$ cat src/rtl/instruction_fetch_unit.sv
// ---------------------------------------------------------------------------
// instruction_fetch_unit
//
// Front end of the KGP-RISC datapath. It owns the program counter, issues
// word reads to instruction memory over a req/ack handshake, holds each
// returned instruction in an output register for the decoder, and reacts to
// taken branch/jump redirects by squashing whatever is on the wrong path.
//
// Ports:
//   clk_i            system clock, all state changes on the rising edge
//   rst_i            asynchronous active-high reset
//   imem_req_o       read request to instruction memory
//   imem_addr_o      word-aligned byte address of the request
//   imem_ack_i       memory returns imem_rdata_i for the outstanding request
//   imem_rdata_i     instruction word, only looked at when imem_ack_i = 1
//   stall_i          downstream cannot take the held instruction this cycle
//   redirect_valid_i one-cycle pulse: resume fetching at redirect_pc_i
//   redirect_pc_i    redirect target (low two bits are ignored)
//   instr_valid_o    instr_o / opcode_o / instr_pc_o are valid
//   instr_o          held instruction word
//   opcode_o         instr_o[31:26], feeds main_control
//   instr_pc_o       address the held instruction was fetched from
//   fetch_count_o    number of instructions handed downstream
// ---------------------------------------------------------------------------
module instruction_fetch_unit #(
  parameter logic [31:0] RESET_PC = 32'h0000_0000,
  parameter logic [31:0] PC_STEP  = 32'd4
) (
  input  logic        clk_i,
  input  logic        rst_i,
  output logic        imem_req_o,
  output logic [31:0] imem_addr_o,
  input  logic        imem_ack_i,
  input  logic [31:0] imem_rdata_i,
  input  logic        stall_i,
  input  logic        redirect_valid_i,
  input  logic [31:0] redirect_pc_i,
  output logic        instr_valid_o,
  output logic [31:0] instr_o,
  output logic [5:0]  opcode_o,
  output logic [31:0] instr_pc_o,
  output logic [31:0] fetch_count_o
);

  // S_DRAIN exists so a request that is already on the bus is always allowed
  // to finish (and its data thrown away) before the redirect target goes out.
  typedef enum logic [1:0] {
    S_IDLE  = 2'd0,
    S_FETCH = 2'd1,
    S_HOLD  = 2'd2,
    S_DRAIN = 2'd3
  } fetchState_e;

  fetchState_e state_q, state_d;
  logic [31:0] pc_q, pc_d;
  logic [31:0] drainAddr_q, drainAddr_d;
  logic [31:0] instr_q, instr_d;
  logic [31:0] instrPc_q, instrPc_d;
  logic [31:0] fetchCount_q, fetchCount_d;
  logic [31:0] redirectTarget;
  logic [31:0] pcAligned;
  logic        unusedRedirectLowBits;

  // Redirect targets are forced onto a word boundary; the dropped low bits
  // are folded into a dummy signal so they are visibly consumed.
  assign redirectTarget        = {redirect_pc_i[31:2], 2'b00};
  assign unusedRedirectLowBits = ^redirect_pc_i[1:0];
  assign pcAligned             = {pc_q[31:2], 2'b00};

  // State register plus every piece of held state. Reset is asynchronous so
  // a reset in the middle of a memory transaction takes effect at once; the
  // memory side is expected to tolerate the abandoned request.
  always_ff @(posedge clk_i or posedge rst_i) begin
    if (rst_i) begin
      state_q      <= S_IDLE;
      pc_q         <= RESET_PC;
      drainAddr_q  <= RESET_PC;
      instr_q      <= 32'h0000_0000;
      instrPc_q    <= 32'h0000_0000;
      fetchCount_q <= 32'h0000_0000;
    end else begin
      state_q      <= state_d;
      pc_q         <= pc_d;
      drainAddr_q  <= drainAddr_d;
      instr_q      <= instr_d;
      instrPc_q    <= instrPc_d;
      fetchCount_q <= fetchCount_d;
    end
  end

  // Next-state logic. A redirect outranks both ack and stall in every state.
  // In S_FETCH without an ack the request is already visible to memory, so
  // the old address is parked in drainAddr_q and we wait in S_DRAIN for the
  // ack rather than changing the address mid-handshake. With an ack in the
  // same cycle the returned word belongs to the wrong path and is dropped.
  // In S_HOLD a redirect kills the held instruction without counting it.
  always_comb begin
    state_d      = state_q;
    pc_d         = pc_q;
    drainAddr_d  = drainAddr_q;
    instr_d      = instr_q;
    instrPc_d    = instrPc_q;
    fetchCount_d = fetchCount_q;

    unique case (state_q)
      S_IDLE: begin
        state_d = S_FETCH;
        if (redirect_valid_i) begin
          pc_d = redirectTarget;
        end
      end

      S_FETCH: begin
        if (redirect_valid_i) begin
          pc_d = redirectTarget;
          if (!imem_ack_i) begin
            drainAddr_d = pcAligned;
            state_d     = S_DRAIN;
          end
        end else if (imem_ack_i) begin
          instr_d   = imem_rdata_i;
          instrPc_d = pcAligned;
          pc_d      = pc_q + PC_STEP;
          state_d   = S_HOLD;
        end
      end

      S_HOLD: begin
        if (redirect_valid_i) begin
          pc_d    = redirectTarget;
          state_d = S_FETCH;
        end else if (!stall_i) begin
          fetchCount_d = fetchCount_q + 32'd1;
          state_d      = S_FETCH;
        end
      end

      S_DRAIN: begin
        if (redirect_valid_i) begin
          pc_d = redirectTarget;
        end
        if (imem_ack_i) begin
          state_d = S_FETCH;
        end
      end

      default: begin
        state_d = S_IDLE;
      end
    endcase
  end

  // Memory-side outputs depend only on registered state so that neither
  // stall_i nor imem_ack_i can reach imem_req_o / imem_addr_o combinationally.
  always_comb begin
    imem_req_o  = (state_q == S_FETCH) || (state_q == S_DRAIN);
    imem_addr_o = (state_q == S_DRAIN) ? drainAddr_q : pcAligned;
  end

  // Decoder-side outputs are straight views of the held registers.
  always_comb begin
    instr_valid_o = (state_q == S_HOLD);
    instr_o       = instr_q;
    opcode_o      = instr_q[31:26];
    instr_pc_o    = instrPc_q;
    fetch_count_o = fetchCount_q;
  end

endmodule

$ cat config.mk
export PLATFORM = sky130hd
export DESIGN_NAME = instruction_fetch_unit
export DESIGN_NICKNAME = d
export VERILOG_FILES = /design/src/rtl/instruction_fetch_unit.sv
export SDC_FILE = /design/constraint.sdc
export NUM_CORES = 1
export LEC_CHECK = 0
export ABC_CLOCK_PERIOD_IN_PS = 9850
export CAP_MARGIN = 20
export CORE_UTILIZATION = 25
export CTS_BUF_LIST = sky130_fd_sc_hd__clkbuf_16
export CTS_CLUSTER_DIAMETER = 80
export CTS_CLUSTER_SIZE = 20
export DETAILED_ROUTE_END_ITERATION = 6
export PLACE_DENSITY = 0.56
export SETUP_SLACK_MARGIN = 0.05
export SLEW_MARGIN = 5
export SYNTH_ARGS = -nofsm -noshare
export SYNTH_HDL_FRONTEND = slang
export SYNTH_SLANG_ARGS = --single-unit
export TNS_END_PERCENT = 1
$ cat constraint.sdc
create_clock -name clk_i -period 9.85 [get_ports clk_i]
set_clock_uncertainty 0.1 [all_clocks]
set_input_delay 2.955 -clock clk_i [delete_from_list [all_inputs] [get_ports clk_i]]
set_output_delay 2.955 -clock clk_i [all_outputs]
set_load 0.005 [all_outputs]
---- Word-level counts from Yosys, hierarchy flattened ----
Cells that the tools add are included.
word-level totals
  bits in registers ....................... 158
  logic and storage cells ................. 39
  bits of input ports ..................... 69
  output and inout port bits .............. 136
cells by class
  mux-type cells .......................... 12
  equal/unequal tests ..................... 8
  reduce and logical (&&, ||, !) cells .... 8
  bitwise operators ....................... 3
  add/subtract/negate cells ............... 2
operator list
  operator                                        number
  two-way mux 32 bit                              4
  case mux 32 bit (2 select lines)                1
  adder 32 x 1 -> 32 bit (second input constant)  1
  adder 32 x 3 -> 32 bit (second input constant)  1
  two-way mux 2 bit                               6
  != test 3 bit (second input constant)           3
  AND reduction 3 bit                             3
  case mux 2 bit (4 select lines)                 1
  == test 2 bit (second input constant)           2
  AND reduction 4 bit                             1
  inverter 1 bit                                  3
  OR reduction 3 bit                              1
  == test 2 x 1 -> 1 bit (second input constant)  1
  zero test 2 bit                                 1
  != test 2 x 1 -> 1 bit (second input constant)  1
  != test 2 bit (second input constant)           1
  AND reduction 2 bit                             1
  logical OR 1 bit                                1

---- Longest topological paths before layout ----
  word-level depth ........................ 4
  gate-level depth with buffers ........... 7
  mapped depth without buffers ............ 5

---- Worst setup path before layout ----
No wires, ideal clock.
  path type ............................... input to register
  start point ............................. input port redirect_valid_i
  end point ............................... register fetchCount_q[20], in the netlist fetch_count_o[20]
  path buffers ............................ 2
  stages on the path ...................... 6
  slack ................................... 5.220 ns
  required time ........................... 9.626 ns
  arrival time ............................ 4.406 ns
  setup time .............................. 0.124 ns
  cell sequence ........................... or4b_1 clkbuf_1 nor4_1 buf_2 nand4_1 xnor2_1
on the way
  word-level cells in the longest chain between the ends .. 2
RTL lines
  element                               line  text
  start, declared                       36    input logic redirect_valid_i,
  inverter 1 bit (no source line)       --
  AND reduction 3 bit (no source line)  --
  end signal, assigned                  87    fetchCount_q <= fetchCount_d;
  end, declared                         59    logic [31:0] fetchCount_q, fetchCount_d;
No other way between the ends.
A chain may end at the register's enable or synchronous reset.

---- Final worst setup path ----
  start point ............................. register state_q[1]
  end point ............................... output port imem_addr_o[6]
on the way
  word-level cells in the longest chain between the ends .. 2
RTL lines
  element                 line  text
  start, declared         54    fetchState_e state_q, state_d;
  start signal, assigned  82    state_q <= state_d;
  == test 2 bit           157   imem_addr_o = (state_q == S_DRAIN) ? drainAddr_q : pcAligned;
  two-way mux 32 bit      157
  end, declared           32    output logic [31:0] imem_addr_o,
No other way between the ends.

==> run_results.csv <==
group,metric,value,unit
outcome,status,"completed",
route,drtIter0Drc,313,
power,peakVddDrop,0.0000910,V
synthesis,synthAdderAreaFrac,0.350,%
route,ant_nets,0,
layout,multiInputGateArea,3030,sq um
route,drc,0,
synthesis,synth.area.mux_share,19.5,%
timing,maxSlewViolCount,0,
power,comb_power_share,25.6,%
synthesis,synth_top_family_by_area,"multiplexers",
placed_design,port_buffers,198,
timing,hold_violations,0,
worst_setup_path,r2r-start,"state_q[1]",
placed_design,placed_area,9470,sq um
clock_network,clock_path_buffers,2,
worst_setup_path,required,6.80,ns
worst_setup_path,startpoint_type,"register",
power,p_seq_share,41.3,%
power,power,2.11,mW
timing,setup_viol,0,
layout,utilization,36.2,%
power,power_density,209,nW/um^2
worst_setup_path,critPathCapture,"imem_addr_o[6]",
synthesis,synth_ff_type,"dfrtp_1",
synthesis,yosys.area.top_type,"dfrtp_1",
synthesis,ys_types,43,
clock_network,insertion_delay,0.42,ns
timing,rsz0062_at_grt,"no",
timing,fmax,172,MHz
layout,fillers,2810,
synthesis,synth_top_cell_area_share,54.6,%
route,post_drt_wl_per_cell,16.4,microns
clock_network,ctsHoldBuffers,0,
global_route,grt_pass1_wl,29.6,mm
route,num_vias,5159,
floorplan,die_w,171,microns
worst_setup_path,rr_endpoint,"pc_q[29]",
placed_design,hpwl,12.8,mm
layout,area_growth,41.3,%
floorplan,die_h,171,microns
global_route,grt_max_degree,93,
clock_network,cts_root_buffer,"clkbuf_16",
layout,final_area,10100,sq um
synthesis,syn_area_per_cell,12.3,sq um
power,clkPwrFrac,33.1,%
min_path,hold_class,"register to register",
synthesis,postSynthCellCount,581,
timing,tightestPinTransition,0.951,ns
power,power_switching,556,uW
power,total_leakage_power,3.93,nW
global_route,grt_usage,13.4,%
floorplan,rows,61,
global_route,grt_pass1_vias,5133,
power,netSwitchingFraction,26.4,%
floorplan,die-area,29300,sq um
placed_design,pre_cts_ws,2.94,ns
route,wl,18.9,mm
worst_setup_path,criticalPathCategory,"register to primary output",
timing,min_period,5.81,ns
timing,maxSlewHeadroom,36.2,%
synthesis,synth-simple-area-share,12.4,%
clock_network,numClockSinks,156,
clock_network,post_cts_buffers,0,
synthesis,ys_ff_latch,156,
timing,final.setup.worst_slack,4.04,ns
synthesis,synthArstFlopShare,100,%
worst_setup_path,r2r_slack,7.44,ns
worst_setup_path,crit_path_end_kind,"primary output",
route,post_drt_via_cell_ratio,4.47,
synthesis,synth_compound_area_share,4.78,%
clock_network,cts_tree,"done",
global_route,grt_overflow_total,0,
route,first_pass_iters,4,
clock_network,htreeDepth,4,
floorplan,initial_utilization,25.6,%
synthesis,synth_edf_count,0,
worst_setup_path,startpoint,"state_q[1]",
worst_setup_path,ff2ff_path_depth,4,
synthesis,yosysWarnings,0,
layout,regArea,3900,sq um
global_route,antenna_found_initial,2,
power,p_int,1.55,mW
synthesis,yosys-top-cells-area,"dfrtp_1, mux2_2, xnor2_1",
clock_network,ctsResizeCount,0,
worst_setup_path,worstPathArrival,2.76,ns
layout,fin_nets,834,
layout,drive_gt1_share,21.8,%
floorplan,pin_count,205,
clock_network,clk_pin_slew_worst_paths,0.07,ns
clock_network,numCtsBuffers,17,
synthesis,ys_seq_area_share,54.6,%
synthesis,synth_xor_area_share,4.78,%
job,max-cap-violations,0,
worst_setup_path,crit_path_max_fanout,18,
timing,setup_tns,0,ns
placed_design,globalplace.congestion,0.737,
floorplan,core-area,27900,sq um
synthesis,syn_area,7150,sq um
timing,post-route-period-util,59.0,%
==> synthesized netlist by cell type (3+ instances only) <==
| library cell | n |
|---|---|
| inv_1 | 4 |
| xor2_1 | 6 |
| mux2_2 | 123 |
| and4_1 | 11 |
| and3_1 | 8 |
| o21ai_0 | 12 |
| buf_1 | 5 |
| a31oi_1 | 14 |
| or4_1 | 12 |
| and2_1 | 6 |
| xnor2_1 | 33 |
| buf_2 | 5 |
| nor2_1 | 23 |
| nand4_1 | 29 |
| buf_4 | 10 |
| clkbuf_1 | 27 |
| o31a_1 | 4 |
| nand3_1 | 18 |
| o31ai_1 | 11 |
| nor4_1 | 3 |
| nand2_1 | 31 |
| dfrtp_1 | 156 |
==> flip-flops by register name, summed over array words and instances (netlist names) <==
signal and count:
pc_q 30, instr_pc_o 30, state_q 2, fetch_count_o 32, drainAddr_q 30, instr_o 32
==> per-layer routing <==
layer	GRT usage (%)	part of all wire (%)
met1	18.0	48
met2	20.3	45
met3	4.97	7.3
met4	2.80	0.52
met5	0	0.069
==> final cells by class <==
class / count / area share (%)
multi-input combinational: 375 / 30.0
timing repair buffer: 208 / 20.4
sequential: 156 / 38.6
antenna: 1 / 0.0248
tap: 378 / 4.68
clock inverter: 15 / 1.84
clock buffer: 17 / 4.21
inverter: 5 / 0.235
==> cell families after synthesis <==
family | Yosys count
simple gates | 156
other cells | 1
compound gates | 50
xor+xnor | 39
mux | 124
flops | 156
fa+ha+maj | 2
buf+inv | 53
==> power groups by stage <==
stage	clock (mW)	combinational (mW)	sequential [mW]
6_report	0.699	0.541	0.871
3_5_place_dp	0	0.548	0.882
2_1_floorplan	0	0.234	0.867
3_3_place_gp	0	0.547	0.879
5_1_grt	0.752	0.587	0.895
4_1_cts	0.719	0.551	0.873
==> how the worst min path moves through the flow <==
stage / from / endpoint / depth (start not counted)
2_1_floorplan: fetch_count_o[31] / fetch_count_o[31] / 1
3_3_place_gp: fetch_count_o[31] / fetch_count_o[31] / 1
3_5_place_dp: fetch_count_o[31] / fetch_count_o[31] / 1
4_1_cts: fetch_count_o[31] / fetch_count_o[31] / 1
5_1_grt: fetch_count_o[31] / fetch_count_o[31] / 1
6_report: fetch_count_o[31] / fetch_count_o[31] / 1
==> stage by stage <==
stage	hold WS, ns	instances
2_1_floorplan	0.368	584
5_1_grt	0.416	1154
4_1_cts	0.389	1152
6_report	0.390	1155
3_5_place_dp	0.372	1120
3_3_place_gp	0.377	1120
==> cells in the final DEF (no fill, tap or decap), types with 12 or more instances in the layout <==
cell               n
nand4_1           29
o21ai_0           12
xnor2_1           33
mux2_2           123
clkbuf_16         17
or4_1             12
nand2_1           31
dfrtp_1          156
a31oi_1           14
nor2_1            23
nand3_1           18
clkdlybuf4s50_1  198
==> worst max-delay path, cell delays in order (launching register included) <==
cell	delay [ns]
dfrtp_1	0.49
nand2_1	0.54
buf_4	0.40
mux2_2	0.42
clkdlybuf4s50_1	0.46
Power figures use the tool's default switching activity.
==> edit 1: new RTL, same flow settings <==
Encoding of `fetchState_e`: now one-hot (4 bits for 4 states).
--- a/src/rtl/instruction_fetch_unit.sv
+++ b/src/rtl/instruction_fetch_unit.sv
@@ -44,11 +44,11 @@
 
   // S_DRAIN exists so a request that is already on the bus is always allowed
   // to finish (and its data thrown away) before the redirect target goes out.
-  typedef enum logic [1:0] {
-    S_IDLE  = 2'd0,
-    S_FETCH = 2'd1,
-    S_HOLD  = 2'd2,
-    S_DRAIN = 2'd3
+  typedef enum logic [3:0] {
+    S_IDLE  = 4'b0001,
+    S_FETCH = 4'b0010,
+    S_HOLD  = 4'b0100,
+    S_DRAIN = 4'b1000
   } fetchState_e;
 
   fetchState_e state_q, state_d;
Function: no difference found for any inputs over 4 cycles, from zero or initial values and one cycle with rst_i high; so few cycles prove little.
==> edit 1 against the unedited design <==
  * Setup slack improved by 0.20 ns
  * Global-route usage fell by 0.17 points
  * Count of clock-buffer cells in the layout did not move
  * Wire length rose by 4.8%
  * Sequential cell count rose by 2
  * Area after synthesis rose by 4.4%
  * Sequential share of layout area fell by 0.79 points
  * Final area rose by 3.4%
Power is not compared: it rests on default switching activity, and its combinational part moved more than twofold at a synthesized area within 25%.
==> edit 1: results (changes against the unedited design) <==
** Run status
- Status: complete, no violations (unchanged).

** Critical path
- Signal arrival time at the worst endpoint :: 2.55 ns (was 2.76 ns)
- The biggest fanout along the worst timing path was 21 (was 18).
- The slowest stage cell on the critical path is dfrtp_1 (was nand2_1).
- The register-to-register setup slack was 7.19 ns (was 7.44 ns).

** Synth
- The parity-gate share of the synthesized area counting xor and xnor cells was 0.0376 (was 0.0478).
- Synth Area in Adders :: 0.00335 (was 0.00350)
- Most used standard cells in the synthesized netlist :: 157 x dfrtp_1, 112 x mux2_2, 43 x o21ai_0 (was 156 x dfrtp_1, 123 x mux2_2, 33 x xnor2_1)
- Fraction of the mapped netlist area in compound gates :: 0.100 (was 0.0478)
- The multiplexer share of the synthesized area is 0.172 (was 0.195).
- The sequential-to-total area share from yosys stat was 0.530 (was 0.546).

** Routing
- Routed met1 length :: 9.11 mm (was 9.01 mm)
- The met3 routed wirelength was 1.45 mm (was 1.37 mm).
- Detailed router's first-iteration violation count :: 253 (was 313)
- Post-DR vias/cell :: 4.59 (was 4.47)

** Place
- The instance area after placement was 9810 sq um (was 9470 sq um).
- Half-perimeter wire length after detailed placement :: 13.5 mm (was 12.8 mm)
- The final weighted congestion in routability-driven placement came to 0.769 (was 0.737).

** Finish
- The area occupied by registers came to 3960 sq um (was 3900 sq um).
- The share of final layout cell area taken by non-clock buffers was 0.197 (was 0.204).
- The multi-input combinational area share came to 0.315 (was 0.300).
- Seq Cell Count :: 158 (was 156)
- The multi-input combinational cell count came to 427 (was 375).
- The antenna diode count is 0 (was 1).
- The count of fill cells added during filler insertion is 2898 (was 2810).
- Clk cell area share :: 0.0614 (was 0.0605)
- Number of nets in the layout :: 889 (was 834)

** Global routing
- The overall global routing resource usage is 0.132 (was 0.134).
- Pin count of the biggest net entering global routing :: 103 (was 93)

** Timing
- Rel. slew slack :: 0.297 (was 0.362)
[edit 1: cell types whose count changed in the layout (fill, tap and decap cells not counted), sizes merged, moves of 7 or more]
cell,before,now
o21ai,12,44
a31oi,14,6
nand3,18,29
or4,13,1
nand4,29,15
o31ai,11,1
mux2,123,113
xnor2,33,22
nand2,31,42
a21oi,1,25
o22a,0,7
[edit 1: where the power goes]
group / switching, uW / internal, uW
combinational: 423 / 684
sequential: 218 / 909
clock: 286 / 450
total: 927 / 2040
[edit 1: logic make-up (layout without fill, tap and decap cells)]
logic type,count (synthesis),in the layout
buf+inv,53,245
mux,114,114
other cells,1,4
flops,158,158
fa+ha+maj,2,2
compound gates,117,117
xor+xnor,32,32
simple gates,158,158
[edit 1: path summary, 6_finish.rpt]
path,startpoint,to,cells past startpoint
setup / recovery,state_q[2],imem_addr_o[30],4
hold / removal,fetch_count_o[31],fetch_count_o[31],1
setup reg to reg,state_q[3],pc_q[22],5
hold reg to reg,fetch_count_o[31],fetch_count_o[31],1
max in group asynchronous,rst_i,instr_pc_o[4],3
min in group asynchronous,rst_i,instr_o[20],2
[edit 1: metrics by stage]
stage | util | total power, uW | hold WS, ns | setup slack, ns | std cells
global placement | 0.338 | 2240 | 0.362 | 4.10 | 1183
global route | 0.360 | 3170 | 0.404 | 4.12 | 1214
finish | 0.360 | 2970 | 0.371 | 4.24 | 1214
floorplan | - | 1660 | 0.350 | 2.53 | 638
CTS | 0.360 | 3030 | 0.376 | 4.19 | 1214
detailed placement | 0.338 | 2270 | 0.368 | 4.10 | 1183
[edit 1: routing by layer]
metal	up-vias	track usage
li1	2664	-
met1	2734	0.172
met2	157	0.211
met3	13	0.0418
met4	0	0.0326
met5	-	0
==> edit 2: new RTL, config.mk and constraints unchanged <==
Made on the original files. Register the output `fetch_count_o`, cleared by the reset; this adds one clock of latency there. The other outputs are not delayed to match.
--- a/src/rtl/instruction_fetch_unit.sv
+++ b/src/rtl/instruction_fetch_unit.sv
@@ -50,6 +50,8 @@
     S_HOLD  = 2'd2,
     S_DRAIN = 2'd3
   } fetchState_e;
+
+  logic [31:0] fetch_count_d;
 
   fetchState_e state_q, state_d;
   logic [31:0] pc_q, pc_d;
@@ -163,7 +165,15 @@
     instr_o       = instr_q;
     opcode_o      = instr_q[31:26];
     instr_pc_o    = instrPc_q;
-    fetch_count_o = fetchCount_q;
+    fetch_count_d = fetchCount_q;
+  end
+
+  always_ff @(posedge clk_i or posedge rst_i) begin
+    if (rst_i) begin
+      fetch_count_o <= '0;
+    end else begin
+      fetch_count_o <= fetch_count_d;
+    end
   end
 
 endmodule
Function: changed (Yosys sat finds a counterexample within 4 cycles, from zero or initial values and one cycle with rst_i high).
==> edit 2 against the unedited design <==
  * Wire length grew 7.8%
  * Final area up 8.3%
  * Total power up 5.4%
  * Sequential cell count up 32
  * Setup slack gained 0.047 ns
  * Die area is 13% higher
  * Area after synthesis grew 13%
  * Critical path type unchanged
  * Largest power group unchanged
==> edit 2: results (changes against the unedited design) <==
** Synth
- Syn avg cell area :: 12.7 sq um (was 12.3 sq um)
- The number of distinct standard cells referenced by the synthesized netlist came to 49 (was 43).
- Post-synthesis sequential area ratio :: 0.584 (was 0.546)
- Synth Area in Adders :: 0.00310 (was 0.00350)
- The multiplexer share of the synthesized area was 0.170 (was 0.195).
- Most used standard cells in the synthesized netlist: 188 x dfrtp_1, 122 x mux2_2, 32 x nand2_1 (was 156 x dfrtp_1, 123 x mux2_2, 33 x xnor2_1).
- The fraction of the mapped netlist area in compound gates is 0.0481 (was 0.0478).
- Top area cells in the synthesized netlist: dfrtp_1 58%, mux2_2 17%, xnor2_1 2.9% (was dfrtp_1 55%, mux2_2 19%, xnor2_1 4.0%).
- The parity-gate share of the synthesized area counting xor and xnor cells is 0.0369 (was 0.0478).
- The leading register cell type out of synthesis is dfrtp_1 (unchanged).

** Finish
- The proportion of layout cells with a drive suffix above 1 came to 0.208 (was 0.218).
- Fin cells :: 1230 (was 1155)
- Number of nets in the layout :: 885 (was 834)
- The count of fill cells added during filler insertion is 3132 (was 2810).

** Place
- Number of buffers inserted by port buffering :: 198 (unchanged)
- Half-perimeter wire length after detailed placement :: 13.9 mm (was 12.8 mm)
- The final weighted congestion in routability-driven placement came to 0.715 (was 0.737).
- Post-Place Worst Slack :: 4.30 ns (was 2.94 ns)
- Area after detailed placement :: 10400 sq um (was 9470 sq um)

** Global routing
- The overall global routing resource usage is 0.128 (was 0.134).
- The pin count of the biggest net entering global routing came to 124 (was 93).
- The first-pass GRT wire length was 32.6 mm (was 29.6 mm).
- Number of global-route vias before repair :: 5630 (was 5133)

** Routing
- The routed wire length came to 20.4 mm (was 18.9 mm).
- Detailed router's first-iteration violation count :: 273 (was 313)
- Vias :: 5551 (was 5159)
- The number of iterations in the first detailed-routing pass is 4 (unchanged).

** Power
- The sequential share of power is 0.453 (was 0.413).
- Gate power share :: 0.249 (was 0.256)
- Switching power :: 590 uW (was 556 uW)
- The leakage power of the design was 0.00439 uW (was 0.00393 uW).
- The proportion of total power due to net switching is 0.265 (was 0.264).
- Max VDD drop :: 0.102 mV (was 0.0910 mV)

** Critical path
- The slowest stage cell on the critical path is dfrtp_1 (was nand2_1).
- The worst reg-to-reg path cell count was 4 (unchanged).
- The biggest fanout along the worst timing path came to 20 (was 18).
- Delay of the slowest cell on the worst path :: 0.50 ns (was 0.54 ns)
- The data arrival time at the worst-slack endpoint came to 2.71 ns (was 2.76 ns).

** Run status
- Status: complete, no violations (unchanged).

** Min path
- Worst hold path depth :: 0 (was 1)

** Clocking
- Buffer type at the clock tree root :: clkbuf_16 (unchanged)
- The total clock buffers created by CTS came to 17 (unchanged).
- For the worst-skew pair, the clock arrives at the later sink with an insertion delay of 0.43 ns.
- Max H-tree Level :: 4 (unchanged)

** Timing
- The transition time at the pin with the least slew margin came to 0.917 ns (was 0.951 ns).
## edit 2: layout make-up
type	count	area, sq um	share of cell area
inverter	12	52.6	0.00480
multi-input combinational	388	3080	0.281
clock inverter	15	129	0.0118
timing repair buffer	207	2050	0.187
antenna	1	2.50	0.000229
tap	402	503	0.0460
sequential	188	4700	0.430
clock buffer	17	425	0.0389
## edit 2: path summary, 6_finish.rpt
check                                      from          endpoint  slack [ns]
min in group asynchronous                 rst_i       instr_o[22]        2.98
worst max register to register          pc_q[9]          pc_q[23]        7.18
worst max-delay path                 state_q[0]    imem_addr_o[2]        4.09
worst min register to register  fetchCount_q[8]  fetch_count_o[8]        0.28
worst min-delay path            fetchCount_q[8]  fetch_count_o[8]        0.28
max in group asynchronous                 rst_i       instr_o[11]        5.17
## edit 2: layer usage
metal	track usage	vias to the layer above	share of wire
li1	-	2643	-
met1	0.170	2748	0.48
met2	0.202	146	0.46
met3	0.0335	12	0.050
met4	0.0410	2	0.0097
met5	0	-	0.00064
